$ cat config.mk
export PLATFORM = sky130hd
export DESIGN_NAME = pipe_stage_reg
export DESIGN_NICKNAME = d
export VERILOG_FILES = /design/src/rtl/pipe_pkg.sv /design/src/rtl/sat_counter.sv /design/src/rtl/pipe_stage_reg.sv
export SDC_FILE = /design/constraint.sdc
export NUM_CORES = 1
export LEC_CHECK = 0
export CORE_ASPECT_RATIO = 1.1
export CORE_MARGIN = 2
export CORE_UTILIZATION = 53
export CTS_CLUSTER_DIAMETER = 120
export DETAILED_ROUTE_END_ITERATION = 7
export GPL_TIMING_DRIVEN = 1
export PLACE_DENSITY = 0.95
export SYNTH_ARGS = -nofsm -noshare
export SYNTH_HDL_FRONTEND = slang
export SYNTH_SLANG_ARGS = --single-unit
$ cat constraint.sdc
create_clock -name sysclk -period 4.6 [get_ports sysclk]
set_input_delay 0.46 -clock sysclk [delete_from_list [all_inputs] [get_ports sysclk]]
set_output_delay 0.46 -clock sysclk [all_outputs]
set_load 0.01 [all_outputs]
$ cat src/rtl/pipe_pkg.sv
// Shared definitions for the pipeline stage registers: occupancy state
// encoding and the control/datapath bundle layouts of each inter-stage latch.
package pipe_pkg;

    typedef enum logic [1:0] {
        ST_EMPTY   = 2'd0,
        ST_FULL    = 2'd1,
        ST_SKIDDED = 2'd2
    } stage_state_t;

    // ID/EX: ctrl = {lbflag, alu_op[2:0], mem_write, mem_read, mem_to_reg, reg_write}
    localparam int IDEX_CTRL_W    = 8;
    localparam int IDEX_DATA_W    = 101;
    localparam int IDEX_RD1_LSB   = 0;
    localparam int IDEX_RD2_LSB   = 32;
    localparam int IDEX_IMM_LSB   = 64;
    localparam int IDEX_WREG_LSB  = 96;

    // EX/MEM: {wreg, pc_plus4, write_data, alu_out}
    localparam int EXMEM_CTRL_W   = 8;
    localparam int EXMEM_DATA_W   = 101;
    localparam int EXMEM_ALU_LSB  = 0;
    localparam int EXMEM_WDAT_LSB = 32;
    localparam int EXMEM_PC4_LSB  = 64;
    localparam int EXMEM_WREG_LSB = 96;

    // MEM/WB: {wreg, pc_plus4, alu_out, mem_rdata}
    localparam int MEMWB_CTRL_W   = 8;
    localparam int MEMWB_DATA_W   = 101;
    localparam int MEMWB_RDAT_LSB = 0;
    localparam int MEMWB_ALU_LSB  = 32;
    localparam int MEMWB_PC4_LSB  = 64;
    localparam int MEMWB_WREG_LSB = 96;

endpackage

$ cat src/rtl/sat_counter.sv
// Saturating up-counter with synchronous clear, used for stall/bubble debug.
module sat_counter #(
    parameter int CNT_W = 16
) (
    input  logic             sysclk,
    input  logic             reset,
    input  logic             inc,
    input  logic             clr,
    output logic [CNT_W-1:0] count
);

    // NOTE: sequential state is assigned with <= so every flop samples pre-edge values.
    always_ff @(posedge sysclk) begin
        if (reset || clr) begin
            count <= '0;
        end else if (inc && (count != '1)) begin
            count <= count + CNT_W'(1);
        end
    end

endmodule

$ cat src/rtl/pipe_stage_reg.sv
// Parametrised valid/ready pipeline stage register with flush, optional
// 2-entry skid buffer and saturating stall/bubble counters.
module pipe_stage_reg
    import pipe_pkg::*;
#(
    parameter int CTRL_W = IDEX_CTRL_W,
    parameter int DATA_W = IDEX_DATA_W,
    parameter bit SKID   = 1'b1,
    parameter int CNT_W  = 16
) (
    input  logic              sysclk,
    input  logic              reset,
    input  logic              flush,
    input  logic              in_valid,
    output logic              in_ready,
    input  logic [CTRL_W-1:0] in_ctrl,
    input  logic [DATA_W-1:0] in_data,
    output logic              out_valid,
    input  logic              out_ready,
    output logic [CTRL_W-1:0] out_ctrl,
    output logic [DATA_W-1:0] out_data,
    input  logic              cnt_clr,
    output logic [CNT_W-1:0]  stall_cnt,
    output logic [CNT_W-1:0]  bubble_cnt
);

    stage_state_t      state;
    logic [CTRL_W-1:0] main_ctrl;
    logic [DATA_W-1:0] main_data;
    logic [CTRL_W-1:0] skid_ctrl;
    logic [DATA_W-1:0] skid_data;
    logic              in_fire;
    logic              out_fire;

    assign out_valid = (state != ST_EMPTY);
    assign in_fire   = in_valid & in_ready;
    assign out_fire  = out_valid & out_ready;

    generate
        if (SKID) begin : g_skid_ready
            // Registered: decoded from state only, never from out_ready.
            assign in_ready = (state != ST_SKIDDED);
        end else begin : g_comb_ready
            assign in_ready = ~out_valid | out_ready;
        end
    endgenerate

    // NOTE: the bundle registers are plain flops, not a RAM, so they are reset
    // to zero along with the state; a flushed or reset stage must read all-zero.
    always_ff @(posedge sysclk) begin
        if (reset || flush) begin
            state     <= ST_EMPTY;
            main_ctrl <= '0;
            main_data <= '0;
            skid_ctrl <= '0;
            skid_data <= '0;
        end else begin
            case (state)
                ST_EMPTY: begin
                    if (in_fire) begin
                        state     <= ST_FULL;
                        main_ctrl <= in_ctrl;
                        main_data <= in_data;
                    end
                end
                ST_FULL: begin
                    if (SKID && in_fire && !out_fire) begin
                        state     <= ST_SKIDDED;
                        skid_ctrl <= in_ctrl;
                        skid_data <= in_data;
                    end else if (in_fire) begin
                        main_ctrl <= in_ctrl;
                        main_data <= in_data;
                    end else if (out_fire) begin
                        state     <= ST_EMPTY;
                        main_ctrl <= '0;
                    end
                end
                ST_SKIDDED: begin
                    if (out_fire) begin
                        state     <= ST_FULL;
                        main_ctrl <= skid_ctrl;
                        main_data <= skid_data;
                        skid_ctrl <= '0;
                        skid_data <= '0;
                    end
                end
                default: state <= ST_EMPTY;
            endcase
        end
    end

    // Bubbles must never carry live control (memory or register-file writes).
    assign out_ctrl = out_valid ? main_ctrl : '0;
    assign out_data = main_data;

    sat_counter #(.CNT_W(CNT_W)) u_stall_cnt (
        .sysclk (sysclk),
        .reset  (reset),
        .inc    (out_valid & ~out_ready),
        .clr    (cnt_clr),
        .count  (stall_cnt)
    );

    sat_counter #(.CNT_W(CNT_W)) u_bubble_cnt (
        .sysclk (sysclk),
        .reset  (reset),
        .inc    (~out_valid),
        .clr    (cnt_clr),
        .count  (bubble_cnt)
    );

endmodule

==> results of run 1 <==
==> how the worst min path moves through the flow <==
stage                  startpoint            end  slack, ns
global placement    skid_data[63]  skid_data[63]       0.46
floorplan           skid_data[59]  skid_data[59]       0.45
global route         skid_data[4]   skid_data[4]       0.49
CTS                 skid_data[33]  skid_data[33]       0.48
detailed placement  skid_data[33]  skid_data[33]       0.46
finish              skid_data[83]  skid_data[83]       0.48
==> state kept, by name (all words and copies together) (netlist names) <==
signal	flops
out_data	101
skid_data	101
u_bubble_cnt.count	16
u_stall_cnt.count	16
main_ctrl	8
skid_ctrl	8
state	2
==> area by class of cell <==
type	instances	area share [%]
diodes	2	0.0364
flip-flops and latches	252	36.7
repair buffers	264	19.3
well taps	247	2.25
clock buffers	35	5.57
clock inverters	13	1.66
multi-input cells	627	34.2
inverters	9	0.246
==> worst max-delay path: stages (launching register included) <==
cell and delay [ns]:
sky130_fd_sc_hd__dfxtp_1 0.44, sky130_fd_sc_hd__inv_1 0.13, sky130_fd_sc_hd__ha_1 0.44, sky130_fd_sc_hd__nand2b_1 0.39, sky130_fd_sc_hd__o21ai_4 0.13, sky130_fd_sc_hd__buf_4 0.49
sky130_fd_sc_hd__buf_4 0.62, sky130_fd_sc_hd__a21oi_1 0.19, sky130_fd_sc_hd__a211oi_1 0.36
==> layer usage <==
layer	up-vias	wire length [um]	share of wire, %	global-route usage (%)
met5	-	16	0.054	0
met4	2	1080	3.6	10.1
met3	85	2310	7.7	5.88
met2	445	14800	49	47.5
met1	4456	11700	39	35.3
li1	4192	-	-	-
==> cell usage after synthesis (9+ instances only) <==
cell and number:
sky130_fd_sc_hd__a21oi_1 129, sky130_fd_sc_hd__a22o_1 109, sky130_fd_sc_hd__inv_1 9, sky130_fd_sc_hd__nor3_1 9, sky130_fd_sc_hd__nand2_1 21, sky130_fd_sc_hd__nand3_1 9, sky130_fd_sc_hd__buf_1 17, sky130_fd_sc_hd__or3_1 13
sky130_fd_sc_hd__nor2b_1 10, sky130_fd_sc_hd__buf_2 20, sky130_fd_sc_hd__clkbuf_1 54, sky130_fd_sc_hd__dfxtp_1 252, sky130_fd_sc_hd__a211oi_1 102, sky130_fd_sc_hd__o21ai_0 9, sky130_fd_sc_hd__mux2i_1 106, sky130_fd_sc_hd__nor2_1 10
==> kinds of logic (layout without fill, tap and decap cells) <==
logic type / after synthesis / in the layout / synth area share [%]
AOI/OAI and AO/OA: 396 / 396 / 27.8
xor gates and xnor gates: 5 / 5 / 0.433
adders and majority gates: 7 / 7 / 0.865
buffers and inverters: 102 / 321 / 4.14
DFF: 252 / 252 / 49.8
muxes: 107 / 107 / 10.6
other: 0 / 2 / 0
and+or+nand+nor: 112 / 112 / 6.32
==> power by group through the flow <==
stage | registers, mW | logic (mW) | clock network [mW]
floorplan | 2.34 | 0.229 | 0
finish | 2.29 | 0.521 | 2.38
CTS | 2.28 | 0.519 | 2.40
global placement | 2.33 | 0.498 | 0
detailed placement | 2.33 | 0.514 | 0
global route | 2.29 | 0.556 | 2.49
==> placed cells by master, fill, tap and decap left out, types with 4 or more instances in the layout <==
master                            netlist  final
sky130_fd_sc_hd__nor4_1                 6      6
sky130_fd_sc_hd__or4_1                  7      7
sky130_fd_sc_hd__nor2b_1               10     10
sky130_fd_sc_hd__dfxtp_1              252    252
sky130_fd_sc_hd__mux2i_1              106    106
sky130_fd_sc_hd__a21oi_1              129    129
sky130_fd_sc_hd__o31ai_1                7      7
sky130_fd_sc_hd__inv_1                  9      9
sky130_fd_sc_hd__a211oi_1             102    102
sky130_fd_sc_hd__clkdlybuf4s50_1        0    257
sky130_fd_sc_hd__o41ai_1                4      4
sky130_fd_sc_hd__a32oi_1                8      8
sky130_fd_sc_hd__o21ai_0                9      9
sky130_fd_sc_hd__nor2_1                10     10
sky130_fd_sc_hd__buf_4                  1      5
sky130_fd_sc_hd__nand3_1                9      9
sky130_fd_sc_hd__and3_1                 5      5
sky130_fd_sc_hd__a22o_1               109    109
sky130_fd_sc_hd__ha_1                   7      6
sky130_fd_sc_hd__nor3_1                 9      8
sky130_fd_sc_hd__nand4_1                7      7
sky130_fd_sc_hd__a311oi_1               8      8
sky130_fd_sc_hd__bufinv_16              0      6
sky130_fd_sc_hd__clkbuf_8               0      6
sky130_fd_sc_hd__or3_1                 13     13
sky130_fd_sc_hd__clkbuf_16              0     27
sky130_fd_sc_hd__nand2_1               21     21
==> run metrics, run 1 <==
Avg Vias per Cell=6.34; GP Congestion=0.851; total net switching power=1.18 mW; number of gates given a new drive strength after cts=0; power density cells=between 300 and 400 mW/mm^2; actual transition at the worst max-transition pin=approximately 1.2 ns; worst reg-to-reg path cell count=8; total iterations of the first detailed-routing run=5; area of the placeable core=0.0189 mm^2; outcome=completed; largest cells by area after synthesis=sky130_fd_sc_hd__dfxtp_1, sky130_fd_sc_hd__mux2i_1, sky130_fd_sc_hd__a22o_1, sky130_fd_sc_hd__a211oi_1, sky130_fd_sc_hd__a21oi_1; max-slew violation count=0; layout cell share with drive strength beyond 1=a little under 6%; Die W=136 um; y dimension of the die=149 um; share of the yosys chip area belonging to registers=49.8%; wire length of the first global-routing pass=46700 um; power share of the clock group=45.9%; Post-Syn Instances=981; Data required, critical path=approximately 5.0 ns; postcts setup bufs=0; NumNets Final=approximately 1300; CP Capture Point=out_data[48]; Int Power=4.01 mW; maximum fanout encountered on the critical timing path=54; number of distinct standard cells referenced by the synthesized netlist=57; crit path DAT=3.74 ns; Port Buffer Count=~260; Worst slew margin=about 18%; Max H-tree Level=1; CTS tree=yes; Setup Total Neg Slack=0 ns; area share of the leading cell type in the synthesized netlist=49.8%; DRC violation total after the first TritonRoute iteration=591; mean routed wirelength per cell=20.6 um; post-route ant nets=0; capture instance of the worst register-to-register path=out_data[48]; number of cells on the worst hold path=1; Total Power=5.19 mW; register bit total from synthesis=252; Sw Share=22.8%; average instance area after synthesis=approximately 10 um^2; Setup crit end kind=flop; final standard cell utilization of the core=72.7%; CTS Hold Buffers Added=0; Yosys warning total=0; fraction of power consumed by sequential logic=44.0%; full die area=between 0.02 and 0.025 mm^2; Skew-Pair Late Insertion Delay=0.52 ns; clk sinks=about 250; synth-to-layout area growth=35.7%; post-synth net total=1103; min cycle time layout=3.34 ns; Worst Hold Slack=approximately 0.48 ns; Synth Cell Area=0.0101 mm^2; DRC violations left=0; fill count=~1300; asr flop ratio synth=0%; total detailed-routing wirelength=29900 um; path type of the worst setup path=flop to flop; via count of the routed design=~9200; Worst Setup SP=state[1]; final clock skew=around 0.008 ns; post-route insts no fill=1449; maximum number of pins on one net before global-route repair=110; number of enable flip-flop cells after synthesis=0; placed inst area=0.0127 mm^2; nature of the critical path startpoint=flop; Bufs on Longest Clock Path=3; total congestion overflow=0; class of the worst hold path=flop to flop; clock buffers created by TritonCTS=26; placement-stage worst setup slack=1.39 ns; setup slack of the critical path after layout=1.26 ns; half-perimeter wire length of the detailed placement result=18400 um; # setup viols final=0; register cell area after layout=around 0.005 mm^2; unrepaired setup endpoints after global routing=no; maximum operating frequency=0.299 GHz; critical register-to-register path startpoint=state[1]; Core Rows=53; setup slack of the most critical reg-to-reg path=1.26 ns; # IOs=between 200 and 300; share of the clock period used by the worst path after layout=between 70% and 80%; Initial Util=53.6%; number of global-route vias before repair=roughly 9000; leakage component of the power=4.68 nW; CTS clock-pin slew for the worst setup and hold paths=0.06 ns; clock tree root buffer cell=sky130_fd_sc_hd__clkbuf_16; part of the total power dissipated in combinational logic=approximately a tenth; # placed instances=1399; Total Routing Usage GR=28.0%; number of hold-slack violations in the final timing report=0; Main synth FF type=sky130_fd_sc_hd__dfxtp_1; worst IR drop on VDD=302 uV; top cell type by total area after synthesis=sky130_fd_sc_hd__dfxtp_1; number of antenna violations at the first check in global routing=3; area of all placed cells without fillers=0.0137 mm^2; area used by multi-input combinational logic=between 0.004 and 0.005 mm^2; Max Cap Violations=0
Power figures use the tool's default switching activity.
==> run 2, diff against run 1 <==
--- a/config.mk
+++ b/config.mk
@@ -7,11 +7,11 @@
 export LEC_CHECK = 0
 export CORE_ASPECT_RATIO = 1.1
 export CORE_MARGIN = 2
-export CORE_UTILIZATION = 53
+export CORE_UTILIZATION = 49
 export CTS_CLUSTER_DIAMETER = 120
 export DETAILED_ROUTE_END_ITERATION = 7
 export GPL_TIMING_DRIVEN = 1
-export PLACE_DENSITY = 0.95
+export PLACE_DENSITY = 0.91
 export SYNTH_ARGS = -nofsm -noshare
 export SYNTH_HDL_FRONTEND = slang
 export SYNTH_SLANG_ARGS = --single-unit
==> constraint.sdc (replaced) <==
create_clock -name sysclk -period 3.15 [get_ports sysclk]
set_input_delay 0.315 -clock sysclk [delete_from_list [all_inputs] [get_ports sysclk]]
set_output_delay 0.315 -clock sysclk [all_outputs]
set_load 0.01 [all_outputs]
==> run 2 against run 1 <==
- sequential share of layout area down 0.24 points
- combinational power up 50%
- first-iteration DRC count up 12%
- worst setup slack worse by 0.78 ns
- non-clock buffer count up 9
- highest routed layer unchanged
- cell count up 1.1%
- sequential cell count unchanged
- global-route usage down 2.8 points
==> run metrics, run 2 (synthesis results as in run 1) <==
Worst slew margin=45.9% (+27 points); y dimension of the die=155 um (+3.9%); capture instance of the worst register-to-register path=skid_data[58]; # IOs=258 (unchanged); Data required, critical path=2.83 ns (-2.17 ns); maximum fanout encountered on the critical timing path=14 (-74%); Sw Share=23.4% (+0.67 points); number of gates given a new drive strength after cts=0 (unchanged); worst IR drop on VDD=426 uV (+41%); highest cell delay on the worst timing path=0.57 ns (-0.05 ns); # setup viols final=0 (unchanged); leakage component of the power=4.72 nW (+0.88%); number of global-route vias before repair=8805 (-2.2%); maximum operating frequency=0.375 GHz; power share of the clock group=44.0% (-1.9 points); total detailed-routing wirelength=28900 um (-3.4%); total iterations of the first detailed-routing run=5 (unchanged); Skew-Pair Late Insertion Delay=0.52 ns (about the same); Setup Total Neg Slack=0 ns (unchanged); Port Buffer Count=257 (unchanged); post-route ant nets=0 (unchanged); power density cells=530 mW/mm^2 (+40%); critical-path cell list=inv_1 > ha_1 > buf_4 > inv_1 > clkdlybuf4s50_1; DRC violations left=0 (unchanged); placement-stage worst setup slack=0.591 ns (-0.798 ns); cell count along the critical path=5 (-3); clk sinks=252 (unchanged); Setup crit end kind=output port; Worst Hold Path EP=skid_data[21]; synth-to-layout area growth=36.6%; setup slack of the critical path after layout=0.483 ns (-0.776 ns); placed inst area=0.0129 mm^2 (+1.4%); clock tree root buffer cell=sky130_fd_sc_hd__clkbuf_16; commonest non-fill, non-tap cells in the layout=sky130_fd_sc_hd__clkdlybuf4s50_1, sky130_fd_sc_hd__dfxtp_1, sky130_fd_sc_hd__a21oi_1; final clock skew=0.00681 ns (-0.00107 ns); number of cells on the worst hold path=2 (+1); Crit path max-delay family=buffers and inverters; most frequent standard cell in the layout excluding fill and tap cells=sky130_fd_sc_hd__clkdlybuf4s50_1; Core Rows=55 (+3.8%); Max H-tree Level=1 (unchanged); final standard cell utilization of the core=67.7% (-5.0 points); postcts setup bufs=0 (unchanged); CTS tree=yes; cell with the largest stage delay on the worst path=sky130_fd_sc_hd__clkdlybuf4s50_1; worst reg-to-reg path cell count=7 (-1); fraction of power consumed by sequential logic=45.4% (+1.4 points); nature of the critical path startpoint=flop; maximum number of pins on one net before global-route repair=112 (+1.8%); CP most frequent cell=sky130_fd_sc_hd__inv_1; share of the clock period used by the worst path after layout=a little over four fifths; total congestion overflow=0 (unchanged); Avg Vias per Cell=6.17 (-2.7%); Int Power=5.62 mW (+40%); wire length of the first global-routing pass=45800 um (-1.8%); critical register-to-register path startpoint=state[1]; Initial Util=49.5% (-4.0 points); full die area=0.0218 mm^2 (+7.9%); number of hold-slack violations in the final timing report=0 (unchanged); unrepaired setup endpoints after global routing=no; DRC violation total after the first TritonRoute iteration=659 (+12%); layout cell share with drive strength beyond 1=6.46% (+0.62 points); max-slew violation count=0 (unchanged); mean routed wirelength per cell=19.7 um (-4.5%); Bufs on Longest Clock Path=3 (unchanged); area used by multi-input combinational logic=0.00471 mm^2 (unchanged); fill count=1450 (+9.8%); area of all placed cells without fillers=0.0138 mm^2 (+0.67%); Max Cap Violations=0 (unchanged); CTS clock-pin slew for the worst setup and hold paths=0.06 ns (about the same); setup slack of the most critical reg-to-reg path=0.61 ns (-0.65 ns); GP Congestion=0.821 (-3.5%); number of antenna violations at the first check in global routing=3 (unchanged); min cycle time layout=2.67 ns; via count of the routed design=9035 (-1.6%); crit path DAT=2.35 ns (-1.39 ns); area of the placeable core=0.0204 mm^2 (+8.1%); total net switching power=1.72 mW (+46%); CTS Hold Buffers Added=0 (unchanged); NumNets Final=1311 (+0.69%); half-perimeter wire length of the detailed placement result=17900 um (-2.6%); source of the worst hold timing path=in_data[21]; part of the total power dissipated in combinational logic=10.7% (+0.7 points); outcome=completed; Die W=141 um (+3.9%); class of the worst hold path=input port to flop; actual transition at the worst max-transition pin=0.812 ns (-0.412 ns); Total Routing Usage GR=25.2% (-2.8 points); path type of the worst setup path=flop to output port; clock buffers created by TritonCTS=26 (unchanged); register cell area after layout=0.00504 mm^2 (unchanged); worst path bufs/invs=4 (+1)
==> run 2: area by class of cell <==
type	count	area share, %
Multi-Input combinational cell	627	34.0
Antenna cell	1	0.0181
Clock inverter	12	1.03
Clock buffer	35	5.54
Tap cell	256	2.32
Inverter	9	0.244
Timing Repair Buffer	273	20.4
Sequential cell	252	36.5
==> run 2: metal layers <==
layer	track usage [%]	wire length [um]	up-vias
li1	-	-	4216
met1	31.5	11700	4360
met2	41.3	13700	361
met3	6.19	2050	94
met4	11.5	1350	4
met5	0	30	-
==> run 2: worst register-to-register path, stage by stage (launching register included) <==
cell and delay (ns):
sky130_fd_sc_hd__dfxtp_1 0.43, sky130_fd_sc_hd__inv_1 0.13, sky130_fd_sc_hd__ha_1 0.30, sky130_fd_sc_hd__nand2b_1 0.34
sky130_fd_sc_hd__a21boi_1 0.32, sky130_fd_sc_hd__o221a_4 0.43, sky130_fd_sc_hd__buf_12 0.30, sky130_fd_sc_hd__a22o_1 0.22
==> run 2: power by group through the flow <==
stage	clock network, mW	registers (mW)	logic, mW
detailed placement	0	3.39	0.775
floorplan	0	3.42	0.334
finish	3.23	3.33	0.783
CTS	3.26	3.33	0.783
global placement	0	3.39	0.757
global route	3.39	3.33	0.841
==> run 2: how the worst max path moves through the flow <==
stage / endpoint / from / slack, ns
global route: out_ctrl[2] / state[1] / 0.37
global placement: skid_data[55] / out_ready / 0.70
CTS: out_valid / state[1] / 0.48
floorplan: skid_data[49] / state[0] / 1.14
detailed placement: skid_data[48] / out_ready / 0.59
finish: out_valid / state[1] / 0.48
==> run 2: stage by stage <==
step | instances | hold WS, ns | total power [mW]
floorplan | 981 | 0.440 | 3.75
global placement | 1417 | 0.460 | 4.15
detailed placement | 1417 | 0.466 | 4.17
CTS | 1464 | 0.390 | 7.37
global route | 1465 | 0.413 | 7.57
finish | 1465 | 0.410 | 7.34
==> run 3, diff against run 2 <==
--- a/config.mk
+++ b/config.mk
@@ -7,11 +7,11 @@
 export LEC_CHECK = 0
 export CORE_ASPECT_RATIO = 1.1
 export CORE_MARGIN = 2
-export CORE_UTILIZATION = 49
+export CORE_UTILIZATION = 44
 export CTS_CLUSTER_DIAMETER = 120
 export DETAILED_ROUTE_END_ITERATION = 7
 export GPL_TIMING_DRIVEN = 1
-export PLACE_DENSITY = 0.91
+export PLACE_DENSITY = 0.87
 export SYNTH_ARGS = -nofsm -noshare
 export SYNTH_HDL_FRONTEND = slang
 export SYNTH_SLANG_ARGS = --single-unit
==> constraint.sdc (replaced) <==
create_clock -name sysclk -period 2.2 [get_ports sysclk]
set_input_delay 0.22 -clock sysclk [delete_from_list [all_inputs] [get_ports sysclk]]
set_output_delay 0.22 -clock sysclk [all_outputs]
set_load 0.01 [all_outputs]
==> run 3 against run 2 <==
- clock skew rose by 0.0062 ns
- final area rose by 2.0%
- core utilization fell by 5.5 points
- cell count rose by 4.6%
- sequential power rose by 43%
- sequential cell count did not move
- non-clock buffer count rose by 25
- global-route usage fell by 2.4 points
- via count fell by 0.29%
- wire length rose by 3.2%
- clock-buffer cell count rose by 1
- worst setup slack got worse by 0.41 ns
- critical path type unchanged
==> run metrics, run 3 (synthesis results as in run 1) <==
power share of the clock group=42.5% (-1.5 points); synth-to-layout area growth=39.4%; # setup viols final=0 (unchanged); CTS Hold Buffers Added=0 (unchanged); nature of the critical path startpoint=flop; final antenna diode count=0 (-1); number of antenna violations at the first check in global routing=1 (-2); Setup crit end kind=output port; NumNets Final=1337 (+2.0%); Sw Share=23.6% (+0.13 points); DRC violations left=0 (unchanged); GP Congestion=0.879 (+7.0%); part of the total power dissipated in combinational logic=11.3% (+0.6 points); DRC violation total after the first TritonRoute iteration=585 (-11%); class of the worst hold path=input port to flop; Bufs on Longest Clock Path=3 (unchanged); Die W=149 um (+5.4%); Max H-tree Level=1 (unchanged); Avg Vias per Cell=5.88 (-4.6%); Initial Util=44.6% (-5.0 points); clock tree root buffer cell=sky130_fd_sc_hd__clkbuf_16; Total Routing Usage GR=22.8% (-2.4 points); Port Buffer Count=257 (unchanged); cell with the largest stage delay on the worst path=sky130_fd_sc_hd__clkdlybuf4s50_1; total detailed-routing wirelength=29800 um (+3.2%); y dimension of the die=163 um (+5.4%); CTS tree=yes; highest cell delay on the worst timing path=0.53 ns (-0.04 ns); fraction of power consumed by sequential logic=46.2% (+0.8 points); Worst Hold Slack=0.318 ns (-0.0918 ns); min cycle time layout=2.13 ns; area of the placeable core=0.0227 mm^2 (+11%); layout cell share with drive strength beyond 1=8.85% (+2.4 points); total iterations of the first detailed-routing run=5 (unchanged); number of hold-slack violations in the final timing report=0 (unchanged); post-route insts no fill=1532 (+4.6%); Worst slew margin=53.0% (+7.1 points); half-perimeter wire length of the detailed placement result=18600 um (+4.0%); full die area=0.0242 mm^2 (+11%); Data required, critical path=1.98 ns (-0.85 ns); commonest non-fill, non-tap cells in the layout=sky130_fd_sc_hd__dfxtp_1, sky130_fd_sc_hd__clkdlybuf4s50_1, sky130_fd_sc_hd__a21oi_1; Int Power=7.89 mW (+40%); via count of the routed design=9009 (-0.29%); placed inst area=0.0132 mm^2 (+1.9%); wire length of the first global-routing pass=45700 um (-0.14%); total congestion overflow=0 (unchanged); mean routed wirelength per cell=19.5 um (-1.3%); CTS clock-pin slew for the worst setup and hold paths=0.06 ns (about the same); Skew-Pair Late Insertion Delay=0.52 ns (about the same); maximum operating frequency=about 0.47 GHz; total net switching power=2.43 mW (+41%); fill count=1782 (+23%); # IOs=258 (unchanged); area of all placed cells without fillers=0.0141 mm^2 (+2.0%); clock buffers created by TritonCTS=26 (unchanged); post-route ant nets=0 (unchanged); Total Power=10.3 mW (+41%); leakage component of the power=4.87 nW (+3.2%); power density cells=731 mW/mm^2 (+38%); crit path DAT=1.91 ns (-0.44 ns); register cell area after layout=0.00505 mm^2 (about the same); critical-path cell list=inv_2 > ha_4 > buf_4 > inv_1 > clkdlybuf4s50_1; clk sinks=252 (unchanged); most frequent standard cell in the layout excluding fill and tap cells=sky130_fd_sc_hd__dfxtp_1; # placed instances=1482 (+4.6%); actual transition at the worst max-transition pin=0.705 ns (-0.107 ns); maximum fanout encountered on the critical timing path=6 (-8); unrepaired setup endpoints after global routing=yes; share of the clock period used by the worst path after layout=96.7%; path type of the worst setup path=flop to output port; Core Rows=58 (+5.5%); final clock skew=0.0130 ns (+0.00618 ns); outcome=completed; Max Cap Violations=0 (unchanged); maximum number of pins on one net before global-route repair=112 (unchanged); max-slew violation count=0 (unchanged); area used by multi-input combinational logic=0.00475 mm^2 (+0.98%); worst IR drop on VDD=628 uV (+47%); number of global-route vias before repair=8878 (+0.83%)
## run 3: final cells by class
type	instances	area share [%]
Tap cell	300	2.66
Multi-Input combinational cell	628	33.7
Sequential cell	252	35.8
Clock inverter	9	0.727
Inverter	9	0.266
Clock buffer	36	5.31
Timing Repair Buffer	298	21.6
## run 3: layer usage
metal  track usage, %  routed length, um  vias to the layer above
met2             39.2              14400                      297
met3             6.34               2370                       52
met5                0                 13                        -
met1             28.0              12200                     4390
li1                 -                  -                     4268
met4             6.84                718                        2
## run 3: through the flow
step,setup TNS [ns],setup slack (ns),utilization (%)
after floorplan,0,0.189,-
after global placement,0,0.107,58.0
after detailed placement,0,0.0121,58.0
after CTS,-0.0220,-0.0120,61.8
after global routing,-0.00958,-0.00578,62.1
final,0,0.0734,62.1
## run 3: critical path: cells and delay by family (launching register included)
family	cells	cell delay (ns)
adders and majority gates	1	0.19
DFF	1	0.38
buffers and inverters	4	0.83
## run 3: worst paths after layout
| kind | to | cells after the start | slack (ns) | from |
|---|---|---|---|---|
| worst max-delay path | in_ready | 5 | 0.07 | state[0] |
| worst min-delay path | skid_data[61] | 2 | 0.32 | in_data[61] |
| worst max register to register | out_data[62] | 7 | 0.09 | state[0] |
| worst min register to register | skid_data[18] | 1 | 0.48 | skid_data[18] |
## run 3: timing repair
item / 4_1_cts / 5_1_grt
endpoints found under the setup margin: 14 / 220
buffers inserted: 0 / 3
cloned: 0 / 2
resized for setup: 15 / 11
## run 3: power by group through the flow
stage          Clock (mW)  Sequential, mW  Combinational [mW]
6_report             4.39            4.77                1.17
3_3_place_gp            0            4.86                1.11
3_5_place_dp            0            4.86                1.14
4_1_cts              4.46            4.76                1.15
5_1_grt              4.65            4.77                1.25
2_1_floorplan           0            4.89               0.479
